### src/rtl/chrono_pkg.sv
// Shared constants for the chronometer BRAM arbiter: FSM encoding, grant ids, log depth.
package chrono_pkg;

  localparam int unsigned STATE_W = 3;

  localparam logic [STATE_W-1:0] ST_IDLE    = 3'd0;
  localparam logic [STATE_W-1:0] ST_LAP_WR  = 3'd1;
  localparam logic [STATE_W-1:0] ST_WB_WR   = 3'd2;
  localparam logic [STATE_W-1:0] ST_WB_RD   = 3'd3;
  localparam logic [STATE_W-1:0] ST_RD_DATA = 3'd4;

  localparam logic GRANT_WB  = 1'b0;
  localparam logic GRANT_LAP = 1'b1;

  localparam int unsigned ADDR_SIZE_DEFAULT = 10;
  localparam int unsigned LOG_DEPTH         = 2 ** ADDR_SIZE_DEFAULT;

  function automatic int unsigned log_depth(input int unsigned addr_size);
    return 32'd1 << addr_size;
  endfunction

endpackage

### src/rtl/lap_capture.sv
// Holds one pending lap value until the arbiter writes it; flags laps lost while busy.
module lap_capture #(
  parameter int unsigned DATA_SIZE = 16
) (
  input  logic                 clk_i,
  input  logic                 rst_i,
  input  logic                 lap_i,
  input  logic [15:0]          value,
  input  logic                 take,
  input  logic                 clear_i,
  output logic                 pending,
  output logic [DATA_SIZE-1:0] lap_buf,
  output logic                 lap_drop
);

  // A lap arriving in the cycle the buffer is consumed refills it rather than being dropped.
  always_ff @(posedge clk_i) begin
    if (rst_i) begin
      pending  <= 1'b0;
      lap_buf  <= '0;
      lap_drop <= 1'b0;
    end else begin
      if (lap_i && (!pending || take)) begin
        pending <= 1'b1;
        lap_buf <= DATA_SIZE'(value);
      end else if (take) begin
        pending <= 1'b0;
      end

      if (clear_i) begin
        lap_drop <= 1'b0;
      end else if (lap_i && pending && !take) begin
        lap_drop <= 1'b1;
      end
    end
  end

endmodule

### src/rtl/bram_lap_arbiter.sv
// Round-robin arbiter sharing one BRAM between the Wishbone slave and the lap logger.
module bram_lap_arbiter
  import chrono_pkg::*;
#(
  parameter int unsigned DATA_SIZE = 16,
  parameter int unsigned ADDR_SIZE = 10
) (
  input  logic                 clk_i,
  input  logic                 rst_i,
  input  logic                 wb_req,
  input  logic                 wb_we,
  input  logic [ADDR_SIZE-1:0] wb_addr,
  input  logic [DATA_SIZE-1:0] wb_wdata,
  output logic                 wb_grant,
  output logic [DATA_SIZE-1:0] wb_rdata,
  input  logic                 lap_i,
  input  logic [15:0]          value,
  input  logic                 clear_i,
  output logic [ADDR_SIZE:0]   lap_count,
  output logic                 overflow,
  output logic                 lap_drop,
  output logic                 ram_wr_en,
  output logic [ADDR_SIZE-1:0] ram_wr_addr,
  output logic [DATA_SIZE-1:0] ram_wr_data,
  output logic [ADDR_SIZE-1:0] ram_rd_addr,
  input  logic [DATA_SIZE-1:0] ram_rd_data
);

  localparam logic [ADDR_SIZE:0] COUNT_FULL = (ADDR_SIZE + 1)'(log_depth(ADDR_SIZE));

  logic [STATE_W-1:0]   state;
  logic [STATE_W-1:0]   state_next;
  logic                 last_grant;
  logic [ADDR_SIZE-1:0] wr_ptr;
  logic                 pending;
  logic [DATA_SIZE-1:0] lap_buf;
  logic                 lap_take;

  lap_capture #(
    .DATA_SIZE (DATA_SIZE)
  ) u_lap_capture (
    .clk_i    (clk_i),
    .rst_i    (rst_i),
    .lap_i    (lap_i),
    .value    (value),
    .take     (lap_take),
    .clear_i  (clear_i),
    .pending  (pending),
    .lap_buf  (lap_buf),
    .lap_drop (lap_drop)
  );

  always_ff @(posedge clk_i) begin
    if (rst_i) begin
      state <= ST_IDLE;
    end else begin
      state <= state_next;
    end
  end

  // Contention goes to whichever side did not win last.
  always_comb begin
    state_next = state;
    case (state)
      ST_IDLE: begin
        if (pending && (!wb_req || last_grant == GRANT_WB)) begin
          state_next = ST_LAP_WR;
        end else if (wb_req) begin
          state_next = wb_we ? ST_WB_WR : ST_WB_RD;
        end
      end
      ST_WB_RD:   state_next = ST_RD_DATA;
      ST_LAP_WR,
      ST_WB_WR,
      ST_RD_DATA: state_next = ST_IDLE;
      default:    state_next = ST_IDLE;
    endcase
  end

  always_comb begin
    wb_grant    = 1'b0;
    wb_rdata    = '0;
    ram_wr_en   = 1'b0;
    ram_wr_addr = '0;
    ram_wr_data = '0;
    ram_rd_addr = wb_addr;
    lap_take    = 1'b0;
    case (state)
      ST_LAP_WR: begin
        ram_wr_en   = 1'b1;
        ram_wr_addr = wr_ptr;
        ram_wr_data = lap_buf;
        lap_take    = 1'b1;
      end
      ST_WB_WR: begin
        ram_wr_en   = 1'b1;
        ram_wr_addr = wb_addr;
        ram_wr_data = wb_wdata;
        wb_grant    = 1'b1;
      end
      ST_RD_DATA: begin
        wb_grant = 1'b1;
        wb_rdata = ram_rd_data;
      end
      default: ;
    endcase
  end

  // Log bookkeeping; clear overrides a coincident lap write so pointer and count end at 0.
  always_ff @(posedge clk_i) begin
    if (rst_i) begin
      wr_ptr     <= '0;
      lap_count  <= '0;
      overflow   <= 1'b0;
      last_grant <= GRANT_WB;
    end else begin
      if (state == ST_LAP_WR) begin
        last_grant <= GRANT_LAP;
        wr_ptr     <= wr_ptr + ADDR_SIZE'(1);
        if (lap_count == COUNT_FULL) begin
          overflow <= 1'b1;
        end else begin
          lap_count <= lap_count + (ADDR_SIZE + 1)'(1);
        end
      end
      if (state == ST_WB_WR || state == ST_RD_DATA) begin
        last_grant <= GRANT_WB;
      end
      if (clear_i) begin
        wr_ptr    <= '0;
        lap_count <= '0;
        overflow  <= 1'b0;
      end
    end
  end

endmodule
### config.mk
export PLATFORM = sky130hd
export DESIGN_NAME = bram_lap_arbiter
export DESIGN_NICKNAME = d
export VERILOG_FILES = /design/src/rtl/chrono_pkg.sv /design/src/rtl/lap_capture.sv /design/src/rtl/bram_lap_arbiter.sv
export SDC_FILE = /design/constraint.sdc
export NUM_CORES = 1
export LEC_CHECK = 0
export ABC_AREA = 1
export CORE_ASPECT_RATIO = 1.5
export CORE_MARGIN = 2
export CORE_UTILIZATION = 43
export CTS_CLUSTER_DIAMETER = 80
export DETAILED_ROUTE_END_ITERATION = 8
export GPL_ROUTABILITY_DRIVEN = 0
export PLACE_DENSITY = 0.95
export SLEW_MARGIN = 0
export SYNTH_ARGS = -nofsm -noshare
export SYNTH_HDL_FRONTEND = slang
export SYNTH_SLANG_ARGS = --single-unit
export TNS_END_PERCENT = 5
### constraint.sdc
create_clock -name clk_i -period 3 [get_ports clk_i]
set_clock_uncertainty 0.1 [all_clocks]
set_input_delay 0.6 -clock clk_i [delete_from_list [all_inputs] [get_ports clk_i]]
set_output_delay 0.6 -clock clk_i [all_outputs]
set_load 0.02 [all_outputs]
==> results.sh <==
export IMPL_status="finished, final reports clean"
export IMPL_arrival_ns=2.14
export IMPL_switchingPower_uw=375
export IMPL_tightest_slew_ns=0.757
export IMPL_synth_top_area_cell="dfxtp_1"
export IMPL_crit_type="flop to primary output"
export IMPL_fmax_mhz=352
export IMPL_design_power_total_uw=1340
export IMPL_yosys_most_used_dff="dfxtp_1"
export IMPL_slew_headroom=0.493
export IMPL_cp_slowest_cell="clkdlybuf4s50_1"
export IMPL_grt_pass1_wl_mm=11.8
export IMPL_cts_sinks=44
export IMPL_finalWirelength_mm=7.38
export IMPL_drc=0
export IMPL_drive_above_1_share=0.0487
export IMPL_grt_usage=0.227
export IMPL_cp_top_family="buffers and inverters"
export IMPL_finalHoldViolCount=0
export IMPL_power_density_nw_per_um2=348
export IMPL_numCtsBuffers=5
export IMPL_antenna_found_initial=0
export IMPL_netlist_area_um2=2540
export IMPL_drt_pass1_iter_count=4
export IMPL_switching_share=0.279
export IMPL_critical_path_cell_chain="inv_2 -> nor2_1 -> clkinvlp_4 -> nor2_1 -> clkdlybuf4s50_1"
export IMPL_min_period_ns=2.84
export IMPL_placementRows=34
export IMPL_yosys_area_share_simple=0.306
export IMPL_min_delay_path_depth=2
export IMPL_die_area_um2=6540
export IMPL_synth_edff_count=0
export IMPL_post_cts_setup_buffers=0
export IMPL_ys_ff_latch=44
export IMPL_multiInputGateArea_um2=1260
export IMPL_portBuffers=130
export IMPL_clockPowerShare=0.277
export IMPL_antenna_left=0
export IMPL_drt_iter0_markers=125
export IMPL_finalSetupTns_ns=0
export IMPL_setup_viol=0
export IMPL_reg2regPathDepth=8
export IMPL_vias_per_cell=4.90
export IMPL_peakVddDrop_v=0.000240
export IMPL_crit_top_cell="nor2_1"
export IMPL_max_cap_viol_count=0
export IMPL_yosysSeqAreaShare=0.347
export IMPL_yosysWarnings=0
export IMPL_async_flop_share=0
export IMPL_synth_area_per_cell_um2=6.73
export IMPL_pin_count=131
export IMPL_cts_hold_buf=0
export IMPL_avgRoutedWirePerCell_um=13.1
export IMPL_placedInstanceArea_um2=3770
export IMPL_syn2layout_area_growth_pct=52.3
export IMPL_core_area_um2=5740
export IMPL_die_h_um=98.1
export IMPL_layout_nets=559
export IMPL_slew_violations=0
export IMPL_synth_mux_area_fraction=0
export IMPL_seqCellArea_um2=881
export IMPL_cts_resized=0
export IMPL_vias=2771
export IMPL_synth_top_area_frac=0.347
export IMPL_p_int_uw=969
export IMPL_synth_top_family_by_area="simple AND/OR/NAND/NOR gates"
export IMPL_synthTopCellsByArea="dfxtp_1 (35%), nor2_1 (12%), nand2_1 (11%)"
export IMPL_h_tree_depth=2
export IMPL_cp_required_ns=2.30
export IMPL_clock_path_buffers=2
export IMPL_final_core_util=0.673
export IMPL_min_period_over_period=0.947
export IMPL_final_common_cell="clkdlybuf4s50_1"
export IMPL_dp_hpwl_mm=5.77
export IMPL_final_cells=565
export IMPL_root_buffer="clkbuf_8"
export IMPL_path_clk_slew_ns=0.08
export IMPL_synthAdderAreaFrac=0.0148
export IMPL_nFillCells=469
export IMPL_n_antenna_cell=0
export IMPL_worst_hold_path_type="flop to flop"
export IMPL_synth_cells=377
export IMPL_grt_pass1_vias=2681
export IMPL_synth_compound_area_frac=0.163
export IMPL_most_common_layout_cells="clkdlybuf4s50_1 (130), nor2_1 (79), nand2_1 (71)"
export IMPL_cts_tree="done"
export IMPL_critPathLaunchType="flop"
export IMPL_clkLatencyLatePin_ns=0.29
export IMPL_grt_start_max_net_pins=28
export IMPL_ys_types=32
export IMPL_postLayoutCellArea_um2=3860
export IMPL_crit_cells=5
export IMPL_synth_xor_area_frac=0.0138
export IMPL_leakage_uw=0.00161
export IMPL_critPathMaxStageDelay_ns=0.63
export IMPL_combPwrFrac=0.257
export IMPL_start_util=0.442
export IMPL_globalRouteOverflowTotal=0
export IMPL_cp_num_buf_inv=3
export IMPL_dp_cells=557
export IMPL_cp_max_fo=18
export IMPL_p_seq_frac=0.466
export IMPL_worst_setup_path_end_kind="primary output"
export IMPL_synth_nets=444
export IMPL_die_w_um=66.7
-- power groups by stage --
stage	Combinational (uW)	Clock (uW)	Sequential, uW
after detailed placement	346	0	641
final	346	372	627
after CTS	347	381	627
after global placement	335	0	640
after floorplan	184	0	637
after global routing	370	409	630
-- layout make-up --
type                            instances  area share
Timing Repair Buffer                  132       0.341
Clock buffer                            6      0.0214
Inverter                               56      0.0573
Sequential cell                        44       0.228
Multi-Input combinational cell        253       0.327
Tap cell                               72      0.0233
Clock inverter                          2     0.00259
-- stage by stage --
| step | setup slack [ns] | hold slack, ns |
|---|---|---|
| 2_1_floorplan | 0.978 | 0.349 |
| 3_3_place_gp | 0.428 | 0.354 |
| 3_5_place_dp | 0.383 | 0.383 |
| 4_1_cts | 0.0683 | 0.400 |
| 5_1_grt | -0.0125 | 0.435 |
| 6_report | 0.158 | 0.392 |
-- cell families (layout without fill, tap and decap cells) --
| group | Yosys count | count (layout) |
|---|---|---|
| buffers and inverters | 80 | 196 |
| DFF | 44 | 44 |
| and+or+nand+nor | 178 | 178 |
| xor gates and xnor gates | 4 | 4 |
| adders and majority gates | 3 | 3 |
| AOI/OAI and AO/OA | 68 | 68 |
-- sequential cells by signal, summed over array words and instances (netlist names) --
register,count
u_lap_capture.lap_buf,16
lap_count,11
last_grant,1
wr_ptr,10
state,3
u_lap_capture.lap_drop,1
u_lap_capture.pending,1
overflow,1
-- routing by layer --
layer | track usage | vias up | part of all wire | wire length [um]
met5 | 0 | - | 0 | 0
met4 | 0.105 | 0 | 0.023 | 172
met3 | 0.0346 | 12 | 0.060 | 440
met2 | 0.414 | 101 | 0.52 | 3870
met1 | 0.247 | 1253 | 0.39 | 2900
li1 | - | 1405 | - | -
-- cell usage after synthesis, drive strengths merged, types with 4 or more instances --
| master | count |
|---|---|
| a21oi | 17 |
| a22o | 16 |
| buf | 21 |
| dfxtp | 44 |
| inv | 55 |
| nand2 | 73 |
| nand3 | 12 |
| nand4 | 5 |
| nor2 | 80 |
| nor3 | 5 |
| o21ai | 31 |
| xor2 | 4 |
-- worst min-delay path: stages (launching register included) --
cell     delay (ns)
dfxtp_1        0.33
inv_1          0.07
a21oi_1        0.05
-- final timing paths --
path | start | to | slack (ns)
worst max-delay path | state[2] | wb_rdata[2] | 0.16
worst min-delay path | wr_ptr[1] | wr_ptr[1] | 0.39
worst max register to register | lap_count[0] | lap_count[9] | 1.09
worst min register to register | wr_ptr[1] | wr_ptr[1] | 0.39
(Power assumes the default switching activity.)
